## config.mk

```make
export PLATFORM = sky130hd
export DESIGN_NAME = hilo_pipe_unit_flat
export DESIGN_NICKNAME = d
export VERILOG_FILES = /design/src/rtl/hilo_pipe_unit_pkg.sv /design/src/rtl/hilo_pipe_unit_if.sv /design/src/rtl/hilo_stage_reg.sv /design/src/rtl/hilo_pipe_unit.sv /design/src/flat_wrapper.sv
export SDC_FILE = /design/constraint.sdc
export NUM_CORES = 1
export LEC_CHECK = 0
export BUFFER_PORTS_ARGS = -buffer_cell sky130_fd_sc_hd__buf_2
export CAP_MARGIN = 20
export CORE_MARGIN = 3
export CORE_UTILIZATION = 54
export CTS_CLUSTER_DIAMETER = 100
export DETAILED_ROUTE_END_ITERATION = 8
export GPL_TIMING_DRIVEN = 0
export PLACE_DENSITY = 0.8
export SETUP_SLACK_MARGIN = 0.1
export SLEW_MARGIN = 0
export SYNTH_ARGS = -nofsm -noshare
export SYNTH_HDL_FRONTEND = slang
export SYNTH_SLANG_ARGS = --single-unit
```

## constraint.sdc

```tcl
create_clock -name clk -period 1.6 [get_ports clk]
set_input_delay 0.08 -clock clk [delete_from_list [all_inputs] [get_ports clk]]
set_output_delay 0.08 -clock clk [all_outputs]
set_load 0.005 [all_outputs]
```

## src/rtl/hilo_pipe_unit_pkg.sv

```systemverilog
// Shared definitions for the HI/LO pipeline unit: bus width, reset level,
// stall-vector layout and the pending-write record carried down the pipe.
package hilo_pipe_unit_pkg;

    // Width of the HI and LO registers.
    localparam int DATA_BUS = 32;

    // Level of rst that means "in reset".
    localparam logic RST_ENABLE = 1'b0;

    // Bit positions inside the internal stall vector.
    localparam int STALL_EX  = 0;
    localparam int STALL_MEM = 1;
    localparam int STALL_W   = 2;

    // One pending HI/LO write as it travels from EX towards commit.
    typedef struct packed {
        logic                hi_we;
        logic                lo_we;
        logic [DATA_BUS-1:0] hi;
        logic [DATA_BUS-1:0] lo;
    } hilo_wr_t;

endpackage

```

## src/rtl/hilo_pipe_unit_if.sv

```systemverilog
// EX-side bus of the HI/LO pipeline unit: pending write from EX, pipeline
// control, forwarded values back to EX and the committed HI/LO.
// master = the EX/control side, slave = hilo_pipe_unit.
interface hilo_pipe_unit_if
    import hilo_pipe_unit_pkg::*;
#(
    parameter int DATA_W = DATA_BUS
) ();

    logic              ex_hi_we;
    logic              ex_lo_we;
    logic [DATA_W-1:0] ex_hi_data;
    logic [DATA_W-1:0] ex_lo_data;
    logic              ex_stall;
    logic              mem_stall;
    logic              flush;
    logic [DATA_W-1:0] hi_val_mux_data;
    logic [DATA_W-1:0] lo_val_mux_data;
    logic [DATA_W-1:0] hi_arch;
    logic [DATA_W-1:0] lo_arch;

    modport master (
        output ex_hi_we, ex_lo_we, ex_hi_data, ex_lo_data,
        output ex_stall, mem_stall, flush,
        input  hi_val_mux_data, lo_val_mux_data, hi_arch, lo_arch
    );

    modport slave (
        input  ex_hi_we, ex_lo_we, ex_hi_data, ex_lo_data,
        input  ex_stall, mem_stall, flush,
        output hi_val_mux_data, lo_val_mux_data, hi_arch, lo_arch
    );

endinterface

```

## src/rtl/hilo_stage_reg.sv

```systemverilog
// One pipeline slot holding a pending HI/LO write.
// bubble clears the slot (write enables and data to 0) and wins over hold;
// hold keeps the current contents; otherwise the slot loads its inputs.
module hilo_stage_reg
    import hilo_pipe_unit_pkg::*;
#(
    parameter int W = DATA_BUS
) (
    input  logic         clk,
    input  logic         rst,
    input  logic         bubble,
    input  logic         hold,
    input  logic         d_hi_we,
    input  logic         d_lo_we,
    input  logic [W-1:0] d_hi,
    input  logic [W-1:0] d_lo,
    output logic         q_hi_we,
    output logic         q_lo_we,
    output logic [W-1:0] q_hi,
    output logic [W-1:0] q_lo
);

    // Slot register: clear on reset or bubble, keep on hold, else load.
    always_ff @(posedge clk or negedge rst) begin
        if (!rst) begin
            q_hi_we <= 1'b0;
            q_lo_we <= 1'b0;
            q_hi    <= '0;
            q_lo    <= '0;
        end else if (bubble) begin
            q_hi_we <= 1'b0;
            q_lo_we <= 1'b0;
            q_hi    <= '0;
            q_lo    <= '0;
        end else if (!hold) begin
            q_hi_we <= d_hi_we;
            q_lo_we <= d_lo_we;
            q_hi    <= d_hi;
            q_lo    <= d_lo;
        end
    end

endmodule

```

## src/rtl/hilo_pipe_unit.sv

```systemverilog
// HI/LO pipeline unit: carries pending HI/LO writes from EX through MEM and
// WB, commits WB into the architectural HI/LO, and forwards the youngest
// pending value (MEM, then WB, then architectural) back to EX.
module hilo_pipe_unit
    import hilo_pipe_unit_pkg::*;
#(
    parameter int DATA_W = DATA_BUS
) (
    input  logic             clk,
    input  logic             rst,
    hilo_pipe_unit_if.slave  bus
);

    logic [STALL_W-1:0] stall;

    logic              mem_bubble;
    logic              mem_hold;
    logic              wb_bubble;

    logic              mem_hi_we;
    logic              mem_lo_we;
    logic [DATA_W-1:0] mem_hi;
    logic [DATA_W-1:0] mem_lo;

    logic              wb_hi_we;
    logic              wb_lo_we;
    logic [DATA_W-1:0] wb_hi;
    logic [DATA_W-1:0] wb_lo;

    logic [DATA_W-1:0] hi_r;
    logic [DATA_W-1:0] lo_r;

    logic [DATA_W-1:0] hi_fwd;
    logic [DATA_W-1:0] lo_fwd;

    assign stall[STALL_EX]  = bus.ex_stall;
    assign stall[STALL_MEM] = bus.mem_stall;

    // Slot controls. flush empties both slots; a MEM stall freezes MEM and
    // sends a bubble to WB (and dominates an EX stall); an EX stall alone
    // lets MEM advance into WB but feeds MEM a bubble.
    always_comb begin
        mem_bubble = 1'b0;
        mem_hold   = 1'b0;
        wb_bubble  = 1'b0;
        if (bus.flush) begin
            mem_bubble = 1'b1;
            wb_bubble  = 1'b1;
        end else if (stall[STALL_MEM]) begin
            mem_hold   = 1'b1;
            wb_bubble  = 1'b1;
        end else if (stall[STALL_EX]) begin
            mem_bubble = 1'b1;
        end
    end

    hilo_stage_reg #(.W(DATA_W)) u_mem (
        .clk     (clk),
        .rst     (rst),
        .bubble  (mem_bubble),
        .hold    (mem_hold),
        .d_hi_we (bus.ex_hi_we),
        .d_lo_we (bus.ex_lo_we),
        .d_hi    (bus.ex_hi_data),
        .d_lo    (bus.ex_lo_data),
        .q_hi_we (mem_hi_we),
        .q_lo_we (mem_lo_we),
        .q_hi    (mem_hi),
        .q_lo    (mem_lo)
    );

    hilo_stage_reg #(.W(DATA_W)) u_wb (
        .clk     (clk),
        .rst     (rst),
        .bubble  (wb_bubble),
        .hold    (1'b0),
        .d_hi_we (mem_hi_we),
        .d_lo_we (mem_lo_we),
        .d_hi    (mem_hi),
        .d_lo    (mem_lo),
        .q_hi_we (wb_hi_we),
        .q_lo_we (wb_lo_we),
        .q_hi    (wb_hi),
        .q_lo    (wb_lo)
    );

    // Architectural commit from WB; WB was filled before flush/stall was
    // sampled, so it always commits. HI and LO are independent.
    always_ff @(posedge clk or negedge rst) begin
        if (!rst) begin
            hi_r <= '0;
            lo_r <= '0;
        end else begin
            if (wb_hi_we) begin
                hi_r <= wb_hi;
            end
            if (wb_lo_we) begin
                lo_r <= wb_lo;
            end
        end
    end

    // Forwarding: the youngest pending write wins, chosen per register.
    always_comb begin
        hi_fwd = hi_r;
        lo_fwd = lo_r;
        if (mem_hi_we) begin
            hi_fwd = mem_hi;
        end else if (wb_hi_we) begin
            hi_fwd = wb_hi;
        end
        if (mem_lo_we) begin
            lo_fwd = mem_lo;
        end else if (wb_lo_we) begin
            lo_fwd = wb_lo;
        end
    end

    assign bus.hi_val_mux_data = (rst == RST_ENABLE) ? '0 : hi_fwd;
    assign bus.lo_val_mux_data = (rst == RST_ENABLE) ? '0 : lo_fwd;
    assign bus.hi_arch         = hi_r;
    assign bus.lo_arch         = lo_r;

endmodule
```

## src/flat_wrapper.sv

```systemverilog
// flat-port wrapper written by rule: the top's interface ports become plain ports
module hilo_pipe_unit_flat import hilo_pipe_unit_pkg::*;
#(
    parameter int DATA_W = DATA_BUS
)
  (clk, rst, bus_ex_hi_we, bus_ex_lo_we, bus_ex_hi_data, bus_ex_lo_data, bus_ex_stall, bus_mem_stall, bus_flush, bus_hi_val_mux_data, bus_lo_val_mux_data, bus_hi_arch, bus_lo_arch);
  hilo_pipe_unit_if #(.DATA_W(DATA_W)) bus_i ();
  input  logic clk;
  input  logic rst;
  input wire logic [$bits(bus_i.ex_hi_we)-1:0] bus_ex_hi_we;
  input wire logic [$bits(bus_i.ex_lo_we)-1:0] bus_ex_lo_we;
  input wire logic [$bits(bus_i.ex_hi_data)-1:0] bus_ex_hi_data;
  input wire logic [$bits(bus_i.ex_lo_data)-1:0] bus_ex_lo_data;
  input wire logic [$bits(bus_i.ex_stall)-1:0] bus_ex_stall;
  input wire logic [$bits(bus_i.mem_stall)-1:0] bus_mem_stall;
  input wire logic [$bits(bus_i.flush)-1:0] bus_flush;
  output wire logic [$bits(bus_i.hi_val_mux_data)-1:0] bus_hi_val_mux_data;
  output wire logic [$bits(bus_i.lo_val_mux_data)-1:0] bus_lo_val_mux_data;
  output wire logic [$bits(bus_i.hi_arch)-1:0] bus_hi_arch;
  output wire logic [$bits(bus_i.lo_arch)-1:0] bus_lo_arch;
  assign bus_i.ex_hi_we = bus_ex_hi_we;
  assign bus_i.ex_lo_we = bus_ex_lo_we;
  assign bus_i.ex_hi_data = bus_ex_hi_data;
  assign bus_i.ex_lo_data = bus_ex_lo_data;
  assign bus_i.ex_stall = bus_ex_stall;
  assign bus_i.mem_stall = bus_mem_stall;
  assign bus_i.flush = bus_flush;
  assign bus_hi_val_mux_data = bus_i.hi_val_mux_data;
  assign bus_lo_val_mux_data = bus_i.lo_val_mux_data;
  assign bus_hi_arch = bus_i.hi_arch;
  assign bus_lo_arch = bus_i.lo_arch;
  hilo_pipe_unit #(.DATA_W(DATA_W)) u_core (.clk(clk), .rst(rst), .bus(bus_i));
endmodule
```

==> summary.txt <==
Power and ir drop
  – Maximum vdd ir drop: 0.0009244 V
  – LEAKAGE: approximately 6.5 nW
  – Power per standard cell area: around 930 nW/um2
  – Power Total: ~11 mW

Worst setup path
  – Worst path cell trace: buf_6 -> buf_12 -> mux2_4 -> o211a_1 -> buf_2
  – Crit. Startpoint: u_core.u_wb.q_hi_we$_DFF_PN0_
  – Setup crit end: bus_hi_val_mux_data[2]
  – Worst R2R Setup Slack: 0.39 ns
  – FF-to-FF path depth: 5
  – Slowest CP cell: dfrtp_1
  – WP buf/inv: 3
  – R2r startpoint: u_core.u_mem.q_lo_we$_DFFE_PN0P_
  – Crit path largest cell delay: roughly 0.38 ns
  – Critical path fanouts, max: 5
  – CP required: 1.52 ns
  – Crit. path cell count: 5
  – CP Launch Type: flip-flop
  – Critical path type: reg -> out
  – Crit path DAT: between 1.5 and 2 ns
  – Critical Path Sink Type: output pin
  – Reg2reg end: u_core.u_mem.q_lo_we$_DFFE_PN0P_
  – Critical path's top delay family: buffers and inverters

Logic synthesis
  – Synth Area in XOR/XNOR: 0
  – Gate Count Post-Synth: 717
  – Multiplexer area fraction after synthesis: 0.09334
  – Syn. warnings: 0
  – Adder-cell share of the synthesized area: 0
  – Netlist cell types: 16
  – Syn_nets: 788
  – Post-synthesis area per instance: approximately 12 um2
  – Largest family of logic cells by synthesized area: simple AND/OR/NAND/NOR gates
  – Post-Synth Simple-Gate Area: 0.1891
  – Synthesized area: about 8700 um2
  – Compound-Gate Fraction of Synth Area: 0.1118
  – Flops & latches, synth: just under 200
  – Register area share after synthesis: 0.5647

Placed design
  – Port Buf Inserts: a little under 200
  – GP Congestion: about 0.8
  – Final HPWL DP: about 14 mm

Clock tree
  – Number of buffers created by CTS: 17
  – Clk root buf: clkbuf_16
  – H-tree depth: 4
  – Worst skew pair latency: around 0.43 ns
  – CTS tree: yes
  – Clock transition at path regs: ~0.08 ns
  – # hold bufs at CTS: 55
  – Clock buffer depth: 2
  – Sinks on the clock net: 196

Drt
  – Routed Antenna Nets: 0
  – Routed wl met2: approximately 11 mm
  – Vias per cell: between 5 and 6
  – Iter 0 DRT Violations: 302
  – M1 WL: between 9 and 10 mm
  – DR top layer: met5
  – DRC errors left: 0
  – WL/cell: 18.75 um
  – Met3 Routed Length: just under 1 mm
  – Drt total wl: approximately 23 mm
  – DR vias: roughly 6,500
  – First-pass DRT Iterations: 5

Timing
  – Crit share post-route: 1.172
  – Tmin final: 1.875 ns
  – Slew HR: 0.6281
  – Hold_ws: -0.3840 ns
  – Final setup viols: between 60 and 70
  – Clk_skew: around 0.011 ns
  – Worst-margin pin slew: approximately 0.56 ns
  – Max Freq: around 530 MHz
  – Final worst slack: -0.2746 ns
  – Final hold violation count: 145
  – Max-slew violations: 0
  – RSZ-0062 raised after global routing: yes

Die
  – Die Width: around 130 um
  – Die area: roughly 18,000 um2
  – Rows: 45
  – Core area: 15,480 um2
  – I/O pin count: a little under 200
  – Die span in y: between 100 and 150 um
  – Initial Utilization: 0.5610

Final layout
  – Fin nets: ~1,100
  – Final core occ: 0.7450
  – Area growth syn-to-layout: 32.80%
  – Antenna Cells: 0
  – Layout cell share with drive strength beyond 1: 0.3456

Global route
  – Largest net degree at the start of global routing: 53
  – Initial antenna violation count: 1
  – Vias in the first global route: approximately 6,600
  – Total GRT Usage: 0.2572
  – Total global routing overflow: 0
  – First-pass GRT wire length: around 35 mm

Status
  – Failing checks: hold timing, setup timing
  – Status: finished, violations left

Worst hold path
  – Hold Path Class: in -> async

Flow run
  – # Max-Cap Violations: 0
## cells by family after synthesis
family                 after synthesis
AOI/OAI and AO/OA                  130
buffers and inverters               64
DFF                                196
muxes                               64
and+or+nand+nor                    263
## synth_stat cells, drive strengths merged
| master | count | share of area |
|---|---|---|
| a21oi | 66 | 0.038 |
| and2 | 66 | 0.048 |
| or3b | 66 | 0.067 |
| nand2b | 64 | 0.046 |
| buf | 29 | 0.025 |
| nor2 | 1 | 0.00043 |
| clkbuf | 35 | 0.016 |
| mux2 | 64 | 0.093 |
| nand2 | 66 | 0.029 |
| o211a | 64 | 0.074 |
| dfrtp | 196 | 0.56 |
## worst register-to-register path: stages (launching register included)
cell and delay, ns:
dfrtp_1 0.38, buf_4 0.20, buf_6 0.17, buf_4 0.19
nand2_1 0.07, a21oi_1 0.12
## what timing repair did
item	in CTS	in global routing
pin swaps	0	1
setup buffers	1	2
setup endpoints to repair	64	64
endpoints found under the hold margin	251	145
cloned	2	1
gates resized for setup	49	24
## through the flow
stage | instance area, um2 | cells | setup TNS [ns] | setup WS, ns | hold slack (ns)
after CTS | 11410 | 1215 | -14.81 | -0.2707 | -0.3916
final | 11530 | 1218 | -14.58 | -0.2746 | -0.3840
after global routing | 11530 | 1218 | -17.78 | -0.3101 | -0.3831
after detailed placement | 9973 | 1126 | -59.69 | -1.008 | 0.1533
after floorplan | 8686 | 717 | 0 | 0.3902 | -0.2156
after global placement | 9936 | 1125 | -741.44 | -3.228 | 0.4181
## sequential cells by signal (all words and copies together), names as in the netlist
name	flops
u_core.u_wb.q_hi_we	1
u_core.bus.lo_arch	32
u_core.u_mem.q_hi_we	1
u_core.u_wb.q_lo_we	1
u_core.bus.hi_arch	32
u_core.u_wb.q_hi	32
u_core.u_mem.q_lo	32
u_core.u_mem.q_hi	32
u_core.u_wb.q_lo	32
u_core.u_mem.q_lo_we	1
## final cells by class
type	instances	area (um2)
plain buffers	64	456.7
fillers	1065	3949
flip-flops and latches	196	4905
clock buffers	18	439.2
clock inverters	13	193.9
well taps	211	264.0
multi-input cells	457	3556
repair buffers	259	1720
## report_power, final
| group | switching, mW | internal (mW) | total, mW |
|---|---|---|---|
| sequential | 0.0660 | 5.06 | 5.13 |
| clock | 1.94 | 2.68 | 4.62 |
| combinational | 0.514 | 0.487 | 1.00 |
| total | 2.52 | 8.23 | 10.8 |
## how the worst min path moves through the flow
stage / slack, ns / endpoint / from / cells past startpoint
finish: -0.38 / u_core.bus.lo_arch[29]$_DFF_PN0_ / rst / 2
detailed placement: 0.15 / u_core.bus.hi_arch[16]$_DFF_PN0_ / rst / 1
CTS: -0.39 / u_core.u_mem.q_hi[31]$_DFFE_PN0P_ / rst / 2
global route: -0.38 / u_core.u_wb.q_hi_we$_DFF_PN0_ / rst / 2
global placement: 0.42 / u_core.u_mem.q_lo[21]$_DFFE_PN0P_ / bus_ex_lo_data[21] / 3
floorplan: -0.22 / u_core.bus.hi_arch[0]$_DFF_PN0_ / rst / 0
## per-layer routing
layer / up-vias / GRT usage
met5: - / 0
li1: 3019 / -
met1: 3233 / 0.3532
met4: 2 / 0.08718
met3: 36 / 0.04525
met2: 186 / 0.4173
## cells in the final DEF (no fill, tap or decap), types with 18 or more instances in the layout
cell type        n
dlygate4sd3_1   54
o211a_1         64
buf_2          203
or3b_1          58
mux2_4          59
nand2_1         66
nand2b_1        64
clkbuf_1        24
and2_1          66
clkbuf_16       18
a21oi_1         66
dfrtp_1        196
Power figures use the tool's default switching activity.
